`src/rtl/wb_tgen_pkg.sv`:
```
// Shared types and constants for the Wishbone traffic generator.
// Holds the FSM state enum, Wishbone CTI codes and the LFSR tap table (used with WB_TGEN_LFSR_EN).
package wb_tgen_pkg;

  typedef enum logic [2:0] {
    IDLE,
    WR,
    GAP,
    RD,
    NEXT,
    DONE
  } state_e;

  localparam logic [2:0] CTI_CLASSIC = 3'b000;
  localparam logic [2:0] CTI_INCR    = 3'b010;
  localparam logic [2:0] CTI_EOB     = 3'b111;

  // Right-shifting Galois masks for maximal-length polynomials, indexed by data width.
  function automatic logic [31:0] lfsr_taps(input int dw);
    case (dw)
      8:       return 32'h0000_00B8;  // x^8+x^6+x^5+x^4+1
      16:      return 32'h0000_B400;  // x^16+x^14+x^13+x^11+1
      default: return 32'h8020_0003;  // x^32+x^22+x^2+x+1
    endcase
  endfunction

endpackage

```
`src/rtl/wb_tgen_pattern.sv`:
```
// Data pattern source: incrementing word by default, Galois LFSR when WB_TGEN_LFSR_EN is defined.
// A snapshot register lets the read phase regenerate the words of the burst just written.
module wb_tgen_pattern
  import wb_tgen_pkg::*;
#(
  parameter int DW = 32
) (
  input  logic          wb_clk_i,
  input  logic          wb_rst_i,
  input  logic          load_i,
  input  logic [DW-1:0] seed_i,
  input  logic          step_i,
  input  logic          save_i,
  input  logic          restore_i,
  output logic [DW-1:0] word_o
);

  logic [DW-1:0] word_q, word_d;
  logic [DW-1:0] snap_q, snap_d;
  logic [DW-1:0] seed_word;
  logic [DW-1:0] next_word;

`ifdef WB_TGEN_LFSR_EN
  localparam logic [31:0]   TAPS_ALL = lfsr_taps(DW);
  localparam logic [DW-1:0] TAPS     = TAPS_ALL[DW-1:0];

  // An all-zero LFSR state would lock up, so a zero seed starts from 1.
  assign seed_word = (seed_i == '0) ? DW'(1) : seed_i;
  assign next_word = (word_q >> 1) ^ (word_q[0] ? TAPS : '0);
`else
  assign seed_word = seed_i;
  assign next_word = word_q + DW'(1);
`endif

  always_comb begin
    word_d = word_q;
    snap_d = snap_q;
    if (save_i) snap_d = word_q;
    if (load_i)         word_d = seed_word;
    else if (restore_i) word_d = snap_q;
    else if (step_i)    word_d = next_word;
  end

  always_ff @(posedge wb_clk_i) begin
    if (wb_rst_i) begin
      word_q <= '0;
      snap_q <= '0;
    end else begin
      word_q <= word_d;
      snap_q <= snap_d;
    end
  end

  assign word_o = word_q;

endmodule

```
`src/rtl/wb_traffic_gen.sv`:
```
// Wishbone B4 burst traffic generator: writes a burst, reads it back and checks it, repeated per run.
// Pattern selection via WB_TGEN_LFSR_EN (see wb_tgen_pattern); default is an incrementing word.
module wb_traffic_gen
  import wb_tgen_pkg::*;
#(
  parameter int APP_AW    = 26,
  parameter int DW        = 32,
  parameter int MAX_BURST = 16
) (
  input  logic              wb_clk_i,
  input  logic              wb_rst_i,
  input  logic              start_i,
  input  logic [APP_AW-1:0] base_addr_i,
  input  logic [7:0]        burst_len_i,
  input  logic [15:0]       num_bursts_i,
  input  logic [DW-1:0]     seed_i,
  output logic              wb_cyc_o,
  output logic              wb_stb_o,
  output logic              wb_we_o,
  output logic [APP_AW-1:0] wb_addr_o,
  output logic [DW-1:0]     wb_dat_o,
  output logic [DW/8-1:0]   wb_sel_o,
  output logic [2:0]        wb_cti_o,
  input  logic              wb_ack_i,
  input  logic [DW-1:0]     wb_dat_i,
  output logic              busy_o,
  output logic              done_o,
  output logic              err_o,
  output logic [15:0]       err_cnt_o,
  output logic [APP_AW-1:0] err_addr_o
);

  localparam int BYTES = DW / 8;
  localparam int LEN_W = $clog2(MAX_BURST + 1);

  state_e            state_q, state_d;
  logic [APP_AW-1:0] base_q, base_d;
  logic [APP_AW-1:0] addr_q, addr_d;
  logic [LEN_W-1:0]  len_q, len_d;
  logic [LEN_W-1:0]  beat_q, beat_d;
  logic [15:0]       rem_q, rem_d;
  logic              err_q, err_d;
  logic [15:0]       err_cnt_q, err_cnt_d;
  logic [APP_AW-1:0] err_addr_q, err_addr_d;

  logic              pat_load, pat_step, pat_save, pat_restore;
  logic [DW-1:0]     pat_word;
  logic [LEN_W-1:0]  len_clamped;
  logic              last_beat;
  logic [APP_AW-1:0] stride;

  always_comb begin
    if (burst_len_i == 8'd0)                len_clamped = LEN_W'(1);
    else if (int'(burst_len_i) > MAX_BURST) len_clamped = LEN_W'(MAX_BURST);
    else                                    len_clamped = LEN_W'(burst_len_i);
  end

  assign last_beat = (beat_q == len_q - LEN_W'(1));
  assign stride    = APP_AW'(len_q) * APP_AW'(BYTES);

  wb_tgen_pattern #(
    .DW(DW)
  ) u_pattern (
    .wb_clk_i (wb_clk_i),
    .wb_rst_i (wb_rst_i),
    .load_i   (pat_load),
    .seed_i   (seed_i),
    .step_i   (pat_step),
    .save_i   (pat_save),
    .restore_i(pat_restore),
    .word_o   (pat_word)
  );

  // Next-state and control decode.
  always_comb begin
    // NOTE: every signal gets a default first so no path through the case infers a latch.
    state_d     = state_q;
    base_d      = base_q;
    addr_d      = addr_q;
    len_d       = len_q;
    beat_d      = beat_q;
    rem_d       = rem_q;
    err_d       = err_q;
    err_cnt_d   = err_cnt_q;
    err_addr_d  = err_addr_q;
    pat_load    = 1'b0;
    pat_step    = 1'b0;
    pat_save    = 1'b0;
    pat_restore = 1'b0;

    unique case (state_q)
      IDLE: begin
        if (start_i) begin
          pat_load   = 1'b1;
          base_d     = base_addr_i;
          addr_d     = base_addr_i;
          len_d      = len_clamped;
          beat_d     = '0;
          rem_d      = num_bursts_i;
          err_d      = 1'b0;
          err_cnt_d  = '0;
          err_addr_d = '0;
          state_d    = (num_bursts_i == 16'd0) ? NEXT : WR;
        end
      end

      WR: begin
        // Snapshot the pattern at the first write beat so the readback can replay it.
        pat_save = (beat_q == '0);
        if (wb_ack_i) begin
          pat_step = 1'b1;
          if (last_beat) begin
            beat_d  = '0;
            addr_d  = base_q;
            state_d = GAP;
          end else begin
            beat_d = beat_q + LEN_W'(1);
            addr_d = addr_q + APP_AW'(BYTES);
          end
        end
      end

      GAP: begin
        pat_restore = 1'b1;
        state_d     = RD;
      end

      RD: begin
        if (wb_ack_i) begin
          pat_step = 1'b1;
          if (wb_dat_i != pat_word) begin
            err_d = 1'b1;
            if (!err_q) err_addr_d = addr_q;
            if (err_cnt_q != 16'hFFFF) err_cnt_d = err_cnt_q + 16'd1;
          end
          if (last_beat) begin
            beat_d  = '0;
            rem_d   = rem_q - 16'd1;
            state_d = NEXT;
          end else begin
            beat_d = beat_q + LEN_W'(1);
            addr_d = addr_q + APP_AW'(BYTES);
          end
        end
      end

      NEXT: begin
        if (rem_q == 16'd0) begin
          state_d = DONE;
        end else begin
          base_d  = base_q + stride;
          addr_d  = base_q + stride;
          state_d = WR;
        end
      end

      DONE: state_d = IDLE;

      default: state_d = IDLE;
    endcase
  end

  // Bus and status outputs decode straight from registered state.
  always_comb begin
    wb_cyc_o = 1'b0;
    wb_stb_o = 1'b0;
    wb_we_o  = 1'b0;
    wb_dat_o = '0;
    wb_sel_o = '0;
    wb_cti_o = CTI_CLASSIC;
    busy_o   = 1'b0;
    done_o   = 1'b0;

    if (state_q == WR || state_q == RD) begin
      wb_cyc_o = 1'b1;
      wb_stb_o = 1'b1;
      wb_sel_o = '1;
      if (len_q == LEN_W'(1)) wb_cti_o = CTI_CLASSIC;
      else if (last_beat)     wb_cti_o = CTI_EOB;
      else                    wb_cti_o = CTI_INCR;
    end
    if (state_q == WR) begin
      wb_we_o  = 1'b1;
      wb_dat_o = pat_word;
    end
    busy_o = (state_q == WR) || (state_q == GAP) || (state_q == RD) || (state_q == NEXT);
    done_o = (state_q == DONE);
  end

  assign wb_addr_o  = addr_q;
  assign err_o      = err_q;
  assign err_cnt_o  = err_cnt_q;
  assign err_addr_o = err_addr_q;

  always_ff @(posedge wb_clk_i) begin
    // NOTE: non-blocking assignments so every register samples pre-edge values of the others.
    if (wb_rst_i) begin
      state_q    <= IDLE;
      base_q     <= '0;
      addr_q     <= '0;
      len_q      <= '0;
      beat_q     <= '0;
      rem_q      <= '0;
      err_q      <= 1'b0;
      err_cnt_q  <= '0;
      err_addr_q <= '0;
    end else begin
      state_q    <= state_d;
      base_q     <= base_d;
      addr_q     <= addr_d;
      len_q      <= len_d;
      beat_q     <= beat_d;
      rem_q      <= rem_d;
      err_q      <= err_d;
      err_cnt_q  <= err_cnt_d;
      err_addr_q <= err_addr_d;
    end
  end

endmodule

```
`config.mk`:
```
export PLATFORM = sky130hd
export DESIGN_NAME = wb_traffic_gen
export DESIGN_NICKNAME = d
export VERILOG_FILES = /design/src/rtl/wb_tgen_pkg.sv /design/src/rtl/wb_tgen_pattern.sv /design/src/rtl/wb_traffic_gen.sv
export SDC_FILE = /design/constraint.sdc
export NUM_CORES = 1
export LEC_CHECK = 0
export BUFFER_PORTS_ARGS = -buffer_cell sky130_fd_sc_hd__buf_4
export CAP_MARGIN = 20
export CORE_UTILIZATION = 32
export DETAILED_ROUTE_END_ITERATION = 8
export GPL_TIMING_DRIVEN = 0
export SYNTH_ARGS = -nofsm -noshare
export SYNTH_HDL_FRONTEND = slang
export SYNTH_SLANG_ARGS = --single-unit
```
`constraint.sdc`:
```
create_clock -name wb_clk_i -period 2.9 [get_ports wb_clk_i]
set_input_delay 0.58 -clock wb_clk_i [delete_from_list [all_inputs] [get_ports wb_clk_i]]
set_output_delay 0.58 -clock wb_clk_i [all_outputs]
set_load 0.005 [all_outputs]
```
==> run summary, run 1 <==
Outcome = complete, but fails checks
Failing checks = setup timing
DP Worst Slack = -783.5 ps
Final Setup Violations = 1
Worst-Margin Slew = 894.4 ps
Final ANT Viol Nets = 0
Post-synth top area cell = dfxtp_1
Num ports = 231
Post-DP Area = 0.01351 mm²
Fraction of layout cells with a size suffix above 1 = 20.90%
Final HPWL from detailed placement = 33780 µm
Chip height = 189.4 µm
CP Max Fanout = 4
Top delay family on crit path = simple AND/OR/NAND/NOR gates
Die width = 189.4 µm
CP cell instances = inv_4 -> ha_4 -> nor2b_4 -> or3_4 -> a311oi_4 -> buf_6 -> and2_4 -> buf_6 -> buf_6
Average size of a mapped cell = 7.342 µm²
Synth Instances = 1530
Pre-antenna DRT Iters = 7
Count leader, synth = nand2_1
Cts bufs inserted = 17
Cell mode on critical path = buf_6
Routability Congestion = 0.9121
CP bufs+invs = 4
Clock Tree Buf Depth = 2
Reg clk slew, reported paths = 90 ps
Routed WL = 45650 µm
Hold Violations, Final = 0
Post-synth EDFFs = 0
Clock sink count = 188
Clk_skew = 20.47 ps
Pwr/cell area = 474.9 mW/mm²
Core area = 0.03454 mm²
Post-synth top cells = 214 x nand2_1, 188 x dfxtp_1, 170 x a21oi_1
# rows = 68
Antenna violations before repair = 0
MaxCap Viol Count = 0
Synthesized area = 0.01123 mm²
Clk_lat worst skew = 470 ps
CP max stage cell = dfxtp_4
Fin Setup TNS = -66.30 ps
Grt total ovfl = 0
Largest net degree at the start of global routing = 18
RSZ-0062 raised after global routing = yes
Port buffer count = 228
Critical path class = reg -> out
Syn-to-layout area delta = 28.18%
Final period util = 102.3%
H-tree depth = 4
Final instance area = 0.01440 mm²
DR vias/cell = 5.665
CTS tree = done
Slew Limit Fails = 0
Register area share after synthesis = 33.50%
Critical Path Source Type = flop
Worst setup margin = -66.30 ps
FF+latch count, synth = 188
Crit. End Element = output pin
Wire per inst = 20.25 µm
Util after Layout = 41.68%
Max Clock Freq = 0.3371 GHz
Critical Path AT = 2390 ps
Initial Utilization = 32.52%
Yosys warning count = 0
DRC = 0
Post-synth ARST share = 0%
Required time of the critical path = 2320 ps
Total track usage = 24.79%
Final Power = 6.839 mW
Nets = 1918
First-pass GRT wire length = 68570 µm
Leakage = 5.635 nW
Final Non-Filler Cells = 2254
Yosys top cell area share = 33.50%
Post-Synthesis Net Count = 1662
Total die area = 0.03586 mm²
Via count = 12770
Max incr delay on CP = 380 ps
Top cells by area, synth = dfxtp_1 34%, a21oi_1 7.6%, nand2_1 7.2%, nor2_1 5.0%, xor2_1 4.3%
Relative slew slack = 40.37%
Ys flop type = dfxtp_1
Yosys cell types = 80
Min Tclk post-route = 2966 ps
Root buffer cell = clkbuf_16
Hold_ws = 391.4 ps
Worst hold path class = in -> reg
Max VDD drop = 0.0004458 V
Initial DRC count = 1189
ANT cells = 0
Dpl cells = 2213
Vias in the first global route = 11890
[worst paths after layout]
| path | start | to | slack (ps) | depth (start not counted) |
|---|---|---|---|---|
| worst min register to register | u_pattern.snap_q[25] | u_pattern.snap_q[25] | 460 | 2 |
| worst min-delay path | base_addr_i[1] | base_q[1] | 390 | 3 |
| worst max-delay path | len_q[1] | wb_cti_o[2] | -70 | 9 |
| worst max register to register | state_q[1] | wb_addr_o[7] | 10 | 8 |
[layer usage]
layer / global-route usage (%) / vias up / wire length [µm]
li1: - / 6001 / -
met1: 32.66 / 6105 / 19450
met2: 40.94 / 586 / 21440
met3: 3.689 / 76 / 3540
met4: 8.778 / 0 / 1227
met5: 0 / - / 0
[report_power, final]
part	internal (mW)	leakage, nW	switching [mW]	total [mW]
clock network	1.32	0.280	1.18	2.49
registers	2.73	1.54	0.187	2.92
logic	0.580	3.82	0.848	1.43
[cell type report]
cell class | instances | area [µm²]
clock inverters | 13 | 158.9
well taps | 455 | 569.3
clock buffers | 19 | 442.9
plain buffers | 131 | 593.1
repair buffers | 240 | 1809
flip-flops and latches | 188 | 3772
fillers | 3635 | 20140
inverters | 28 | 112.6
multi-input cells | 1180 | 6940
[cells by family after synthesis]
| logic type | count (synthesis) | synth area share (%) |
|---|---|---|
| simple gates | 650 | 27.30 |
| compound gates | 422 | 24.25 |
| flops | 188 | 33.50 |
| buf+inv | 162 | 5.959 |
| xor+xnor | 91 | 7.095 |
| fa+ha+maj | 14 | 1.626 |
| mux | 3 | 0.2673 |
[tightest hold or removal path, delay by kind of cell]
kind | cells | cell delay [ps]
AND/OR/NAND/NOR | 1 | 50
buffers and inverters | 1 | 120
AO/OA/AOI/OAI | 1 | 60
[cells in the final DEF (no fill, tap or decap), types with 6 or more instances in the layout]
master	count
clkbuf_2	10
buf_4	245
ha_1	12
nand2_1	214
nor4_1	25
and2_1	10
buf_2	27
a21oi_1	165
or4_1	6
o21ai_1	9
a211oi_1	45
a31oi_1	6
nand3_1	71
o21a_1	6
xor2_1	55
and3_1	40
xnor2_1	36
a222oi_1	6
o22ai_1	7
clkbuf_1	82
nor3_2	6
o21ai_0	63
clkbuf_16	17
nand4_1	26
inv_1	24
o211ai_1	10
a22oi_1	11
a2bb2oi_1	6
and4_1	8
dfxtp_1	185
a21o_1	8
nor2_1	144
o41ai_1	11
nor3_1	62
[what timing repair did]
action,in CTS,in global routing
hold buffers,0,0
hold endpoints to repair,0,0
buffers inserted,6,6
setup endpoints to repair,122,92
pin swaps,5,6
gates resized for setup,33,35
[registers in the layout, summed over array words and instances, names as in the netlist]
| register | count |
|---|---|
| base_q | 26 |
| beat_q | 5 |
| err_addr_o | 26 |
| err_cnt_o | 16 |
| err_o | 1 |
| len_q | 5 |
| rem_q | 16 |
| state_q | 3 |
| u_pattern.snap_q | 32 |
| u_pattern.word_o | 32 |
| wb_addr_o | 26 |
Note: power is estimated with default switching activity, not from simulation.
==> run 2, diff against run 1 <==
- BUFFER_PORTS_ARGS: -buffer_cell sky130_fd_sc_hd__buf_4 -> -buffer_cell sky130_fd_sc_hd__buf_2
==> run summary, run 2 (same netlist as run 1, synthesis figures left out) <==
Outcome = finished clean (was complete, but fails checks)
Critical Path Source Type = flop (unchanged)
DR vias/cell = 5.665 (about the same)
Commonest cells after routing, fill and taps aside = 254 x buf_2, 214 x nand2_1, 185 x dfxtp_1 (was 245 x buf_4, 214 x nand2_1, 185 x dfxtp_1)
Clock sink count = 188 (unchanged)
RSZ-0062 raised after global routing = yes (unchanged)
Routed WL = 45290 µm (was 45650 µm)
Clk_skew = 14.94 ps (was 20.47 ps)
Hold path depth = 3 (unchanged)
Critical path class = reg -> out (unchanged)
Max Clock Freq = 0.3462 GHz (was 0.3371 GHz)
Final HPWL from detailed placement = 33400 µm (was 33780 µm)
R2R Path Start = state_q[1] (unchanged)
Core area = 0.03454 mm² (unchanged)
Required time of the critical path = 2320 ps (about the same)
Port buffer count = 228 (unchanged)
Util after Layout = 39.93% (was 41.68%)
# rows = 68 (unchanged)
MaxCap Viol Count = 0 (unchanged)
CP cell instances = inv_2 -> ha_4 -> nor2b_4 -> or3_4 -> a311oi_4 -> buf_6 -> and2_4 -> buf_2 (was inv_4 -> ha_4 -> nor2b_4 -> or3_4 -> a311oi_4 -> buf_6 -> and2_4 -> buf_6 -> buf_6)
Final ANT Viol Nets = 0 (unchanged)
Max VDD drop = 0.0004635 V (was 0.0004458 V)
Cts bufs inserted = 17 (unchanged)
Relative slew slack = 36.63% (was 40.37%)
Pwr/cell area = 490.4 mW/mm² (was 474.9 mW/mm²)
CP max stage cell = a311oi_4 (was dfxtp_4)
Worst-Margin Slew = 950.6 ps (was 894.4 ps)
Initial Utilization = 32.52% (unchanged)
Clk_lat worst skew = 460 ps (was 470 ps)
Routability Congestion = 0.9248 (was 0.9121)
Final Power = 6.765 mW (was 6.839 mW)
Critical Path AT = 2310 ps (was 2390 ps)
Worst Hold End = base_q[0] (was base_q[1])
Root buffer cell = clkbuf_16 (unchanged)
Internal power = 4.570 mW (was 4.626 mW)
Crit. End Element = output pin (unchanged)
Wire per inst = 20.16 µm (was 20.25 µm)
Grt total ovfl = 0 (unchanged)
Final Setup Violations = 0 (was 1)
Chip height = 189.4 µm (unchanged)
Max incr delay on CP = 390 ps (was 380 ps)
Total track usage = 24.72% (was 24.79%)
Final period util = 99.61% (was 102.3%)
Worst r2r dst = wb_addr_o[7] (unchanged)
Path depth of the worst reg2reg path = 8 (unchanged)
Seq pwr share = 43.4% (was 42.7%)
DRC = 0 (unchanged)
Fraction of layout cells with a size suffix above 1 = 20.83% (was 20.90%)
Slew Limit Fails = 0 (unchanged)
Clock group share of total power = 37.0% (was 36.5%)
Reg clk slew, reported paths = 80 ps (was 90 ps)
Hold Violations, Final = 0 (unchanged)
HP Start = base_addr_i[0] (was base_addr_i[1])
Hold_ws = 382.4 ps (was 391.4 ps)
CTS tree = done (unchanged)
Num ports = 231 (unchanged)
Vias in the first global route = 11720 (was 11890)
Pre-antenna DRT Iters = 5 (was 7)
Leakage = 5.521 nW (was 5.635 nW)
Initial DRC count = 1265 (was 1189)
Syn-to-layout area delta = 22.80% (was 28.18%)
First-pass GRT wire length = 68400 µm (was 68570 µm)
Min Tclk post-route = 2889 ps (was 2966 ps)
Switching power = 2.195 mW (was 2.212 mW)
Commonest non-fill, non-tap cell in the layout = buf_2 (was buf_4)
Antenna violations before repair = 1 (was 0)
Clock Tree Buf Depth = 2 (unchanged)
FILL cells = 3660 (was 3635)
Total die area = 0.03586 mm² (unchanged)
Die width = 189.4 µm (unchanged)
Post-CTS Hold Fix Bufs = 0 (unchanged)
Worst hold path class = in -> reg (unchanged)
Via count = 12720 (was 12770)
H-tree depth = 4 (unchanged)
Worst R2R Setup Slack = 90 ps (was 10 ps)
CP startpoint = len_q[1] (unchanged)
ANT cells = 0 (unchanged)
Switching part of the total = 32.45% (was 32.35%)
Fin Setup TNS = 0 ps (was -66.30 ps)
CP Max Fanout = 4 (unchanged)
Largest net degree at the start of global routing = 18 (unchanged)
Nets = 1910 (was 1918)
Comb power frac = 19.6% (was 20.9%)
==> run 2: how the worst max path moves through the flow <==
stage / depth (start not counted) / to
2_1_floorplan: 8 / wb_cti_o[2]
3_3_place_gp: 8 / busy_o
3_5_place_dp: 8 / busy_o
4_1_cts: 6 / busy_o
5_1_grt: 8 / wb_cti_o[0]
6_report: 8 / wb_cti_o[0]
==> run 2: critical path, delay by kind of cell, from the launching register on <==
family                     cells  cell delay, ps
AOI/OAI and AO/OA              1             390
DFF                            1             360
buffers and inverters          3             330
adders and majority gates      1             160
and+or+nand+nor                3             600
==> run 2: power groups by stage <==
stage	clock network, mW	registers [mW]	logic [mW]
floorplan	0	2.91	0.812
CTS	2.55	2.90	1.32
detailed placement	0	2.96	1.30
global route	2.65	2.95	1.44
finish	2.50	2.94	1.33
global placement	0	2.96	1.29
==> run 2: final cells by class <==
cell class | count | area, µm² | share of cell area [%]
Buffer | 125 | 570.5 | 4.136
Clock buffer | 19 | 452.9 | 3.283
Clock inverter | 13 | 156.4 | 1.134
Inverter | 28 | 110.1 | 0.7982
Multi-Input combinational cell | 1180 | 6943 | 50.33
Sequential cell | 188 | 3770 | 27.33
Tap cell | 455 | 569.3 | 4.127
Timing Repair Buffer | 238 | 1222 | 8.862
==> run 2: routing by layer <==
metal | up-vias | track usage (%) | routed length (µm)
li1 | 5992 | - | -
met1 | 6059 | 32.68 | 19550
met2 | 586 | 39.36 | 20740
met3 | 84 | 4.467 | 3533
met4 | 2 | 10.33 | 1444
met5 | - | 0 | 13
==> run 2: repair_timing <==
| item | CTS | global route |
|---|---|---|
| pin swaps | 4 | 4 |
| buffers inserted | 6 | 4 |
| cloned | 0 | 0 |
| gates resized for setup | 30 | 34 |
| endpoints found under the setup margin | 113 | 94 |
==> run 2: through the flow <==
step | cell area [µm²] | cells | setup slack [ps]
floorplan | 11230 | 1530 | 255.6
global placement | 12940 | 2213 | -803.8
detailed placement | 12940 | 2213 | -778.0
CTS | 13700 | 2250 | 2.166
global route | 13790 | 2246 | -48.73
finish | 13790 | 2246 | 11.17
==> run 3, diff against run 2 <==
- ABC_AREA: not set -> 1
==> run summary, run 3 <==
Synthesized area = 0.01293 mm² (was 0.01123 mm²)
RSZ-0062 raised after global routing = no (was yes)
Port buffer count = 229 (was 228)
Outcome = finished clean (unchanged)
Util after Layout = 38.51% (was 39.93%)
Post-synth top cells = 624 x nand2_1, 247 x nor2_1, 237 x inv_1 (was 214 x nand2_1, 188 x dfxtp_1, 170 x a21oi_1)
Reg clk slew, reported paths = 80 ps (about the same)
Relative slew slack = 43.72% (was 36.63%)
Final period util = 97.25% (was 99.61%)
Hold path depth = 3 (unchanged)
Hold Violations, Final = 0 (unchanged)
Final Setup Violations = 0 (unchanged)
Chip height = 203.0 µm (was 189.4 µm)
Final ANT Viol Nets = 0 (unchanged)
Yosys top cell area share = 29.12% (was 33.50%)
MaxCap Viol Count = 0 (unchanged)
Final HPWL from detailed placement = 43180 µm (was 33400 µm)
Die width = 203.0 µm (was 189.4 µm)
CP startpoint = state_q[2] (was len_q[1])
Worst Hold End = base_q[1] (was base_q[0])
Post-synth top area cell = dfxtp_1 (unchanged)
Cts bufs inserted = 17 (unchanged)
Synth Instances = 2166 (was 1530)
Commonest cells after routing, fill and taps aside = 624 x nand2_1, 266 x buf_2, 247 x nor2_1 (was 254 x buf_2, 214 x nand2_1, 185 x dfxtp_1)
Grt total ovfl = 0 (unchanged)
Critical path class = reg -> out (unchanged)
Post-Synthesis Net Count = 2298 (was 1662)
Register area share after synthesis = 29.12% (was 33.50%)
Required time of the critical path = 2320 ps (about the same)
Fraction of layout cells with a size suffix above 1 = 15.09% (was 20.83%)
Yosys cell types = 45 (was 80)
Clk_skew = 14.81 ps (was 14.94 ps)
Max Clock Freq = 0.3546 GHz (was 0.3462 GHz)
Commonest non-fill, non-tap cell in the layout = nand2_1 (was buf_2)
DRC = 0 (unchanged)
Critical Path AT = 2240 ps (was 2310 ps)
Yosys warning count = 0 (unchanged)
Ys flop type = dfxtp_1 (unchanged)
Fin Setup TNS = 0 ps (unchanged)
CTS tree = done (unchanged)
HP Start = base_addr_i[1] (was base_addr_i[0])
Final instance area = 0.01534 mm² (was 0.01379 mm²)
Vias in the first global route = 14420 (was 11720)
Clock sink count = 188 (unchanged)
Nets = 2546 (was 1910)
Clk_lat worst skew = 460 ps (about the same)
Average size of a mapped cell = 5.968 µm² (was 7.342 µm²)
Via count = 15260 (was 12720)
Core area = 0.03982 mm² (was 0.03454 mm²)
Max VDD drop = 0.0003255 V (was 0.0004635 V)
Clock Tree Buf Depth = 2 (unchanged)
Pwr/cell area = 586.4 mW/mm² (was 490.4 mW/mm²)
Root buffer cell = clkbuf_16 (unchanged)
Count leader, synth = nand2_1 (unchanged)
Total die area = 0.04120 mm² (was 0.03586 mm²)
Pre-antenna DRT Iters = 8 (was 5)
Worst-Margin Slew = 844.2 ps (was 950.6 ps)
FF+latch count, synth = 188 (unchanged)
Hold_ws = 365.0 ps (was 382.4 ps)
Initial Utilization = 32.46% (was 32.52%)
Min Tclk post-route = 2820 ps (was 2889 ps)
Top cells by area, synth = dfxtp_1 29%, nand2_1 18%, nor2_1 7.2%, inv_1 6.9%, a21oi_1 6.8% (was dfxtp_1 34%, a21oi_1 7.6%, nand2_1 7.2%, nor2_1 5.0%, xor2_1 4.3%)
Num ports = 231 (unchanged)
Slew Limit Fails = 0 (unchanged)
Wire per inst = 18.56 µm (was 20.16 µm)
Total track usage = 26.52% (was 24.72%)
R2R Path Start = len_q[0] (was state_q[1])
H-tree depth = 4 (unchanged)
Post-DP Area = 0.01473 mm² (was 0.01294 mm²)
DR vias/cell = 5.170 (was 5.665)
# rows = 73 (was 68)
CP Max Fanout = 10 (was 4)
ANT cells = 0 (unchanged)
Crit. End Element = output pin (unchanged)
Leakage = 6.860 nW (was 5.521 nW)
Routed WL = 54770 µm (was 45290 µm)
Largest net degree at the start of global routing = 18 (unchanged)
Worst hold path class = in -> reg (unchanged)
Routability Congestion = 0.9574 (was 0.9248)
Post-synth ARST share = 0% (unchanged)
First-pass GRT wire length = 83570 µm (was 68400 µm)
Post-synth EDFFs = 0 (unchanged)
Path depth of the worst reg2reg path = 15 (was 8)
Antenna violations before repair = 0 (was 1)
Post-CTS Hold Fix Bufs = 0 (unchanged)
Initial DRC count = 1283 (was 1265)
Syn-to-layout area delta = 18.65% (was 22.80%)
Worst r2r dst = wb_addr_o[11] (was wb_addr_o[7])
Worst R2R Setup Slack = 220 ps (was 90 ps)
Critical Path Source Type = flop (unchanged)
[run 3: critical path, stage by stage, from the launching register on]
cell      delay (ps)
dfxtp_1          420
inv_2            120
nand2_1          290
clkbuf_1         590
nand2_1          180
buf_2            170
[run 3: how the worst max path moves through the flow]
stage | slack [ps] | end | depth (start not counted)
after floorplan | 450 | wb_cti_o[2] | 10
after global placement | -200 | wb_cti_o[2] | 11
final | 80 | busy_o | 5
after global routing | 5 | wb_cti_o[2] | 10
after CTS | 60 | wb_cti_o[2] | 10
after detailed placement | -220 | wb_cti_o[2] | 11
[run 3: area by class of cell]
cell class,instances,area (µm²)
Fill cell,4497,24490
Multi-Input combinational cell,1610,7701
Sequential cell,188,3767
Timing Repair Buffer,230,1154
Inverter,250,938.4
Tap cell,525,656.9
Buffer,117,548.0
Clock buffer,19,432.9
Clock inverter,12,138.9
[run 3: metrics by stage]
stage                     instances  worst slack, ps  total power [mW]
after floorplan                2166            454.1             5.303
after global placement         2920           -204.6             6.495
after detailed placement       2920           -219.2             6.534
after CTS                      2951            57.97             8.957
after global routing           2951            4.683             9.503
final                          2951            79.68             8.993
[run 3: cells by family after synthesis]
kind of cell	after synthesis	synth area share [%]
xor gates and xnor gates	63	4.269
buffers and inverters	368	11.47
AOI/OAI and AO/OA	363	15.28
DFF	188	29.12
and+or+nand+nor	1170	38.45
adders and majority gates	14	1.413
[run 3: routing by layer]
layer / part of all wire (%) / wire (µm) / up-vias / global-route usage [%]
li1: - / - / 7488 / -
met1: 44 / 24000 / 7028 / 34.75
met2: 46 / 25190 / 640 / 43.58
met3: 6.4 / 3482 / 101 / 3.483
met4: 3.8 / 2094 / 0 / 11.22
met5: 0 / 0 / - / 0
[run 3: report_power, final]
| part | switching, mW | internal (mW) | total [mW] |
|---|---|---|---|
| Sequential | 0.492 | 2.94 | 3.43 |
| Combinational | 2.08 | 1.03 | 3.11 |
| Clock | 1.17 | 1.28 | 2.45 |
[run 3: what timing repair did]
action	CTS	global route
pin swaps	1	0
resized for setup	5	7
endpoints found under the setup margin	3	14
setup buffers	1	0
